### src/rtl/pipe_stage_reg.sv
// Inter-stage pipeline register with valid/ready handshake, flush, bubble control word and
// saturating stall counter. Define PIPE_STAGE_SKID_EN to add a skid entry and register in_ready.
module pipe_stage_reg #(
  parameter int unsigned          CTRL_W       = 12,
  parameter int unsigned          DATA_W       = 40,
  parameter logic [CTRL_W-1:0]    CTRL_RST_VAL = CTRL_W'(12'h001),
  parameter int unsigned          CNT_W        = 16
) (
  input  logic              clk,
  input  logic              reset,
  input  logic              flush,
  input  logic              in_valid,
  output logic              in_ready,
  input  logic [CTRL_W-1:0] in_ctrl,
  input  logic [DATA_W-1:0] in_data,
  output logic              out_valid,
  input  logic              out_ready,
  output logic [CTRL_W-1:0] out_ctrl,
  output logic [DATA_W-1:0] out_data,
  output logic [CNT_W-1:0]  stall_cnt
);

  localparam logic [CNT_W-1:0] CntMax = '1;

  logic              valid_q, valid_d;
  logic [CTRL_W-1:0] ctrl_q, ctrl_d;
  logic [DATA_W-1:0] data_q, data_d;
  logic [CNT_W-1:0]  cnt_q;

  logic accept;
  logic emit;
  logic stall;

  assign emit  = valid_q & out_ready;
  assign stall = valid_q & ~out_ready;

`ifdef PIPE_STAGE_SKID_EN

  logic              skid_valid_q, skid_valid_d;
  logic [CTRL_W-1:0] skid_ctrl_q, skid_ctrl_d;
  logic [DATA_W-1:0] skid_data_q, skid_data_d;

  // in_ready depends only on state, cutting the out_ready -> in_ready path.
  assign in_ready = ~skid_valid_q;
  assign accept   = in_valid & in_ready;

  always_comb begin
    valid_d      = valid_q;
    ctrl_d       = ctrl_q;
    data_d       = data_q;
    skid_valid_d = skid_valid_q;
    skid_ctrl_d  = skid_ctrl_q;
    skid_data_d  = skid_data_q;
    if (flush) begin
      valid_d      = 1'b0;
      ctrl_d       = CTRL_RST_VAL;
      skid_valid_d = 1'b0;
    end else if (skid_valid_q) begin
      // Skid full implies main full and no accept possible this cycle.
      if (out_ready) begin
        valid_d      = 1'b1;
        ctrl_d       = skid_ctrl_q;
        data_d       = skid_data_q;
        skid_valid_d = 1'b0;
      end
    end else if (!valid_q || out_ready) begin
      if (accept) begin
        valid_d = 1'b1;
        ctrl_d  = in_ctrl;
        data_d  = in_data;
      end else if (valid_q) begin
        valid_d = 1'b0;
        ctrl_d  = CTRL_RST_VAL;
      end
    end else if (accept) begin
      skid_valid_d = 1'b1;
      skid_ctrl_d  = in_ctrl;
      skid_data_d  = in_data;
    end
  end

  always_ff @(posedge clk) begin
    if (reset) begin
      skid_valid_q <= 1'b0;
      skid_ctrl_q  <= CTRL_RST_VAL;
      skid_data_q  <= '0;
    end else begin
      skid_valid_q <= skid_valid_d;
      skid_ctrl_q  <= skid_ctrl_d;
      skid_data_q  <= skid_data_d;
    end
  end

`else

  assign in_ready = ~valid_q | out_ready;
  assign accept   = in_valid & in_ready;

  always_comb begin
    valid_d = valid_q;
    ctrl_d  = ctrl_q;
    data_d  = data_q;
    if (flush) begin
      valid_d = 1'b0;
      ctrl_d  = CTRL_RST_VAL;
    end else if (accept) begin
      valid_d = 1'b1;
      ctrl_d  = in_ctrl;
      data_d  = in_data;
    end else if (emit) begin
      // Going empty: load the safe control word so a bubble never carries stale enables.
      valid_d = 1'b0;
      ctrl_d  = CTRL_RST_VAL;
    end
  end

`endif

  always_ff @(posedge clk) begin
    if (reset) begin
      valid_q <= 1'b0;
      ctrl_q  <= CTRL_RST_VAL;
      data_q  <= '0;
    end else begin
      valid_q <= valid_d;
      ctrl_q  <= ctrl_d;
      data_q  <= data_d;
    end
  end

  // A flush cycle leaves the counter untouched even if the stage was stalled.
  always_ff @(posedge clk) begin
    if (reset) begin
      cnt_q <= '0;
    end else if (stall && !flush && (cnt_q != CntMax)) begin
      cnt_q <= cnt_q + CNT_W'(1);
    end
  end

  assign out_valid = valid_q;
  assign out_ctrl  = ctrl_q;
  assign out_data  = data_q;
  assign stall_cnt = cnt_q;

endmodule

### config.mk
export PLATFORM = sky130hd
export DESIGN_NAME = pipe_stage_reg
export DESIGN_NICKNAME = d
export VERILOG_FILES = /design/src/rtl/pipe_stage_reg.sv
export SDC_FILE = /design/constraint.sdc
export NUM_CORES = 1
export LEC_CHECK = 0
export CAP_MARGIN = 20
export CELL_PAD_IN_SITES_DETAIL_PLACEMENT = 0
export CELL_PAD_IN_SITES_GLOBAL_PLACEMENT = 1
export CORE_MARGIN = 2
export CORE_UTILIZATION = 32
export DETAILED_ROUTE_END_ITERATION = 7
export MAX_ROUTING_LAYER = met4
export PLACE_DENSITY_LB_ADDON = 0.1
export SLEW_MARGIN = 0
export SYNTH_ARGS = -nofsm -noshare
export SYNTH_HDL_FRONTEND = slang
export SYNTH_SLANG_ARGS = --single-unit
### constraint.sdc
create_clock -name clk -period 4.2 [get_ports clk]
set_input_delay 1.05 -clock clk [delete_from_list [all_inputs] [get_ports clk]]
set_output_delay 1.05 -clock clk [all_outputs]
set_load 0.1 [all_outputs]
* Yosys cells after proc, flatten, opt, wreduce, memory -nomap -nowiden
Cells that the tools add are included.
** Cells by class
- Mux-type cells :: 4
- Equality and inequality tests :: 1
- $add $sub $neg :: 1
- Bitwise logic cells :: 7
- Reduce and logical (&&, ||, !) cells :: 6
** Operator list (count)
- $mux 12 :: 2
- $add 16x1->16 const B :: 1
- $ne 16x16->1 const B :: 1
- $and 1x1->1 :: 3
- $not 1->1 :: 3
- $logic_and 1x1->1 :: 2
- $mux 1 :: 2
- $reduce_and 2->1 :: 1
- $reduce_bool 2->1 :: 1
- $reduce_or 2->1 :: 1
- $logic_not 1->1 :: 1
- $or 1x1->1 :: 1
** Word-level totals
- Bits of input ports :: 57
- Logic and storage cells :: 23
- Register bits after elaboration :: 69
- Output and inout bits :: 70

* Longest topological paths before layout
- Depth after elaboration :: 4
- Mapped depth :: 6
- Gate-level depth less buffers :: 5

* Worst setup path after synthesis
OpenSTA, ideal clock, no wires.
- Path kind :: reg-to-output
- From :: reg valid_q (netlist: out_valid)
- To :: out in_ready
- Data required time :: 3.150 ns
- Setup slack :: 1.039 ns
- Data arrival time :: 2.111 ns
- Cell stages (with the launch flop) :: 3
- Cell sequence :: dfxtp_1 -> nor2b_1 -> clkinv_1
** On the way
- Longest elaborated chain between the ends :: 2
** RTL lines
- start, declared :: line 25 : logic valid_q, valid_d;
- start signal, assigned :: line 125 : valid_q <= valid_d;
- $not 1->1 :: line 96 : assign in_ready = ~valid_q | out_ready;
- $or 1x1->1 :: line 96
- end, declared :: line 13 : output logic in_ready,
No other way between the ends.

* Final worst setup path
- From :: in out_ready
- To :: out in_ready
** On the way
- Longest elaborated chain between the ends :: 1
** RTL lines
- start, declared :: line 17 : input logic out_ready,
- $or 1x1->1 :: line 96
No other way between the ends.

==> impl_metrics.json <==
{
  "initial_utilization": 0.332,
  "area_growth_pct": 52.4,
  "vias_per_cell": 4.96,
  "cp_data_arrival_time_ns": 2.18,
  "diodes": 0,
  "fp.dieArea_um2": 9880,
  "timing.rr.start": "out_valid",
  "drt-pass1-iter-count": 4,
  "yosysTopAreaCellShare": 0.474,
  "drtIter0Drc": 62,
  "grt_max_degree": 42,
  "cts_tree": "built",
  "drive_gt1_frac": 0.0611,
  "synth-seq-area-share": 0.474,
  "ys_types": 39,
  "setup_viol": 0,
  "fin_util": 0.506,
  "nNetsFinal": 529,
  "gp_congestion": 0.785,
  "first_global_vias": 2735,
  "powerDensity_nw_per_um2": 342,
  "fin_area_um2": 4440,
  "worst_slew_pin_slew_ns": 1.01,
  "final_cells": 583,
  "global_route.usage.total": 0.178,
  "cp-startpoint": "out_ready",
  "peakVddDrop_v": 0.000207,
  "syn_inst": 350,
  "slew_violations": 0,
  "slew_headroom": 0.326,
  "drcViolationCount": 0,
  "dpl-instance-area_um2": 4270,
  "yosys.area.top_type": "dfxtp_1",
  "yosys-top-cells-area": "dfxtp_1, nand2_1, a21oi_1",
  "holdCritStartpoint": "out_data[21]",
  "fin_crit_ns": 3.23,
  "wirelength_mm": 8.26,
  "run_status": "finished, final reports clean",
  "min_period_over_period": 0.768,
  "dr_total_vias": 2890,
  "cts_sinks": 69,
  "clk_path_buf_depth": 2,
  "gr-total-overflow": 0,
  "ys_ff_latch": 69,
  "cts_buffers": 9,
  "placedCellCount": 568,
  "syn_area_per_cell_um2": 8.32,
  "dp_hpwl_mm": 5.52,
  "clk_latency_ns": 0.34,
  "setup_slack_ns": 0.973,
  "p_total_mw": 1.52,
  "synthesis.area_um2": 2910,
  "max_freq_mhz": 310,
  "layout_common_cells": "clkdlybuf4s50_1, nand2_1, dfxtp_1",
  "synth_nets": 408,
  "crit_required_ns": 3.15,
  "crit_path_start_kind": "primary input",
  "cts_setup_buffers": 0,
  "min_path_type": "reg2reg",
  "postCtsResizedCells": 0,
  "static-leakage-power_nw": 1.54,
  "coreArea_um2": 8760,
  "skew_ns": 0.00669,
  "die_h_um": 99.4,
  "max_cap_viol_count": 0,
  "synth_edf_count": 0,
  "hold_viol_final": 0,
  "ys_warn_count": 0,
  "pin_count": 127,
  "dpl_worst_slack_ns": 0.969,
  "worstSetupPathType": "in2out",
  "final_common_cell": "clkdlybuf4s50_1",
  "antenna_found_initial": 0,
  "setup_tns_ns": 0,
  "cp-end-kind": "output pin",
  "root_buffer": "clkbuf_8",
  "fin_hold_ws_ns": 0.453,
  "clk_pin_slew_ns": 0.07,
  "grt_pass1_wl_mm": 13.7,
  "rows": 34,
  "port-buffer-count": 126,
  "die_w_um": 99.4,
  "crit_fanout": 8,
  "htreeDepth": 3,
  "ys_async_sr_fraction": 0,
  "wl_per_cell_um": 14.2,
  "ant_nets": 0,
  "cts_hold_buf": 0,
  "fill_cells": 886,
  "ys.flop_type": "dfxtp_1",
  "rsz0062_at_grt": "false"
}
==> worst max-delay path, cell delays in order <==
cell and delay (ns):
clkdlybuf4s50_1 0.41, nor2b_1 0.16, clkinv_1 0.28, buf_12 0.27
==> flip-flops by register name (all words and copies together), names as in the netlist <==
name / count
out_data: 40
stall_cnt: 16
out_ctrl: 12
out_valid: 1
==> area by class of cell <==
cell class,count,area [um2],area share
well taps,108,135,0.0304
multi-input cells,254,1420,0.320
clock inverters,4,25.0,0.00564
clock buffers,11,141,0.0319
inverters,4,15.0,0.00338
repair buffers,133,1320,0.297
flip-flops and latches,69,1380,0.311
==> kinds of logic (layout without fill, tap and decap cells) <==
kind of cell | Yosys count | count (layout) | share of synthesized area
buf+inv | 27 | 152 | 0.0391
mux | 14 | 14 | 0.0490
flops | 69 | 69 | 0.474
simple gates | 155 | 155 | 0.267
fa+ha+maj | 1 | 1 | 0.00430
compound gates | 84 | 84 | 0.166
==> synth_stat cells, types with 2 or more instances <==
library cell and n:
a21oi_1 49, a32oi_1 11, and2_1 11, buf_1 2
buf_2 4, clkbuf_1 16, dfxtp_1 69, inv_1 3
mux2_2 2, mux2i_1 12, nand2_1 86, nand2b_1 3
nand3_1 4, nand4_1 6, nor2_1 12, nor2b_1 4
nor3_1 8, nor3b_1 2, nor4_1 3, nor4bb_1 2
o21ai_0 16, o31ai_1 2, or3_1 4, or4_1 4
==> final timing paths <==
check,to,slack [ns],cells past startpoint
worst max-delay path,in_ready,0.97,4
worst min-delay path,out_data[21],0.45,2
worst max register to register,out_data[25],2.25,7
worst min register to register,out_data[21],0.45,2
==> power breakdown <==
part	internal [mW]	leakage, nW	switching [mW]	total (mW)
clock network	0.225	0.0812	0.248	0.474
registers	0.677	0.562	0.0122	0.690
logic	0.112	0.899	0.242	0.355
==> layer usage <==
metal	vias up	track usage	share of wire
met5	-	-	0
met4	0	0.0411	0.0051
met3	6	0.0780	0.080
met2	85	0.279	0.46
met1	1334	0.212	0.45
li1	1465	-	-
(Power assumes the default switching activity.)
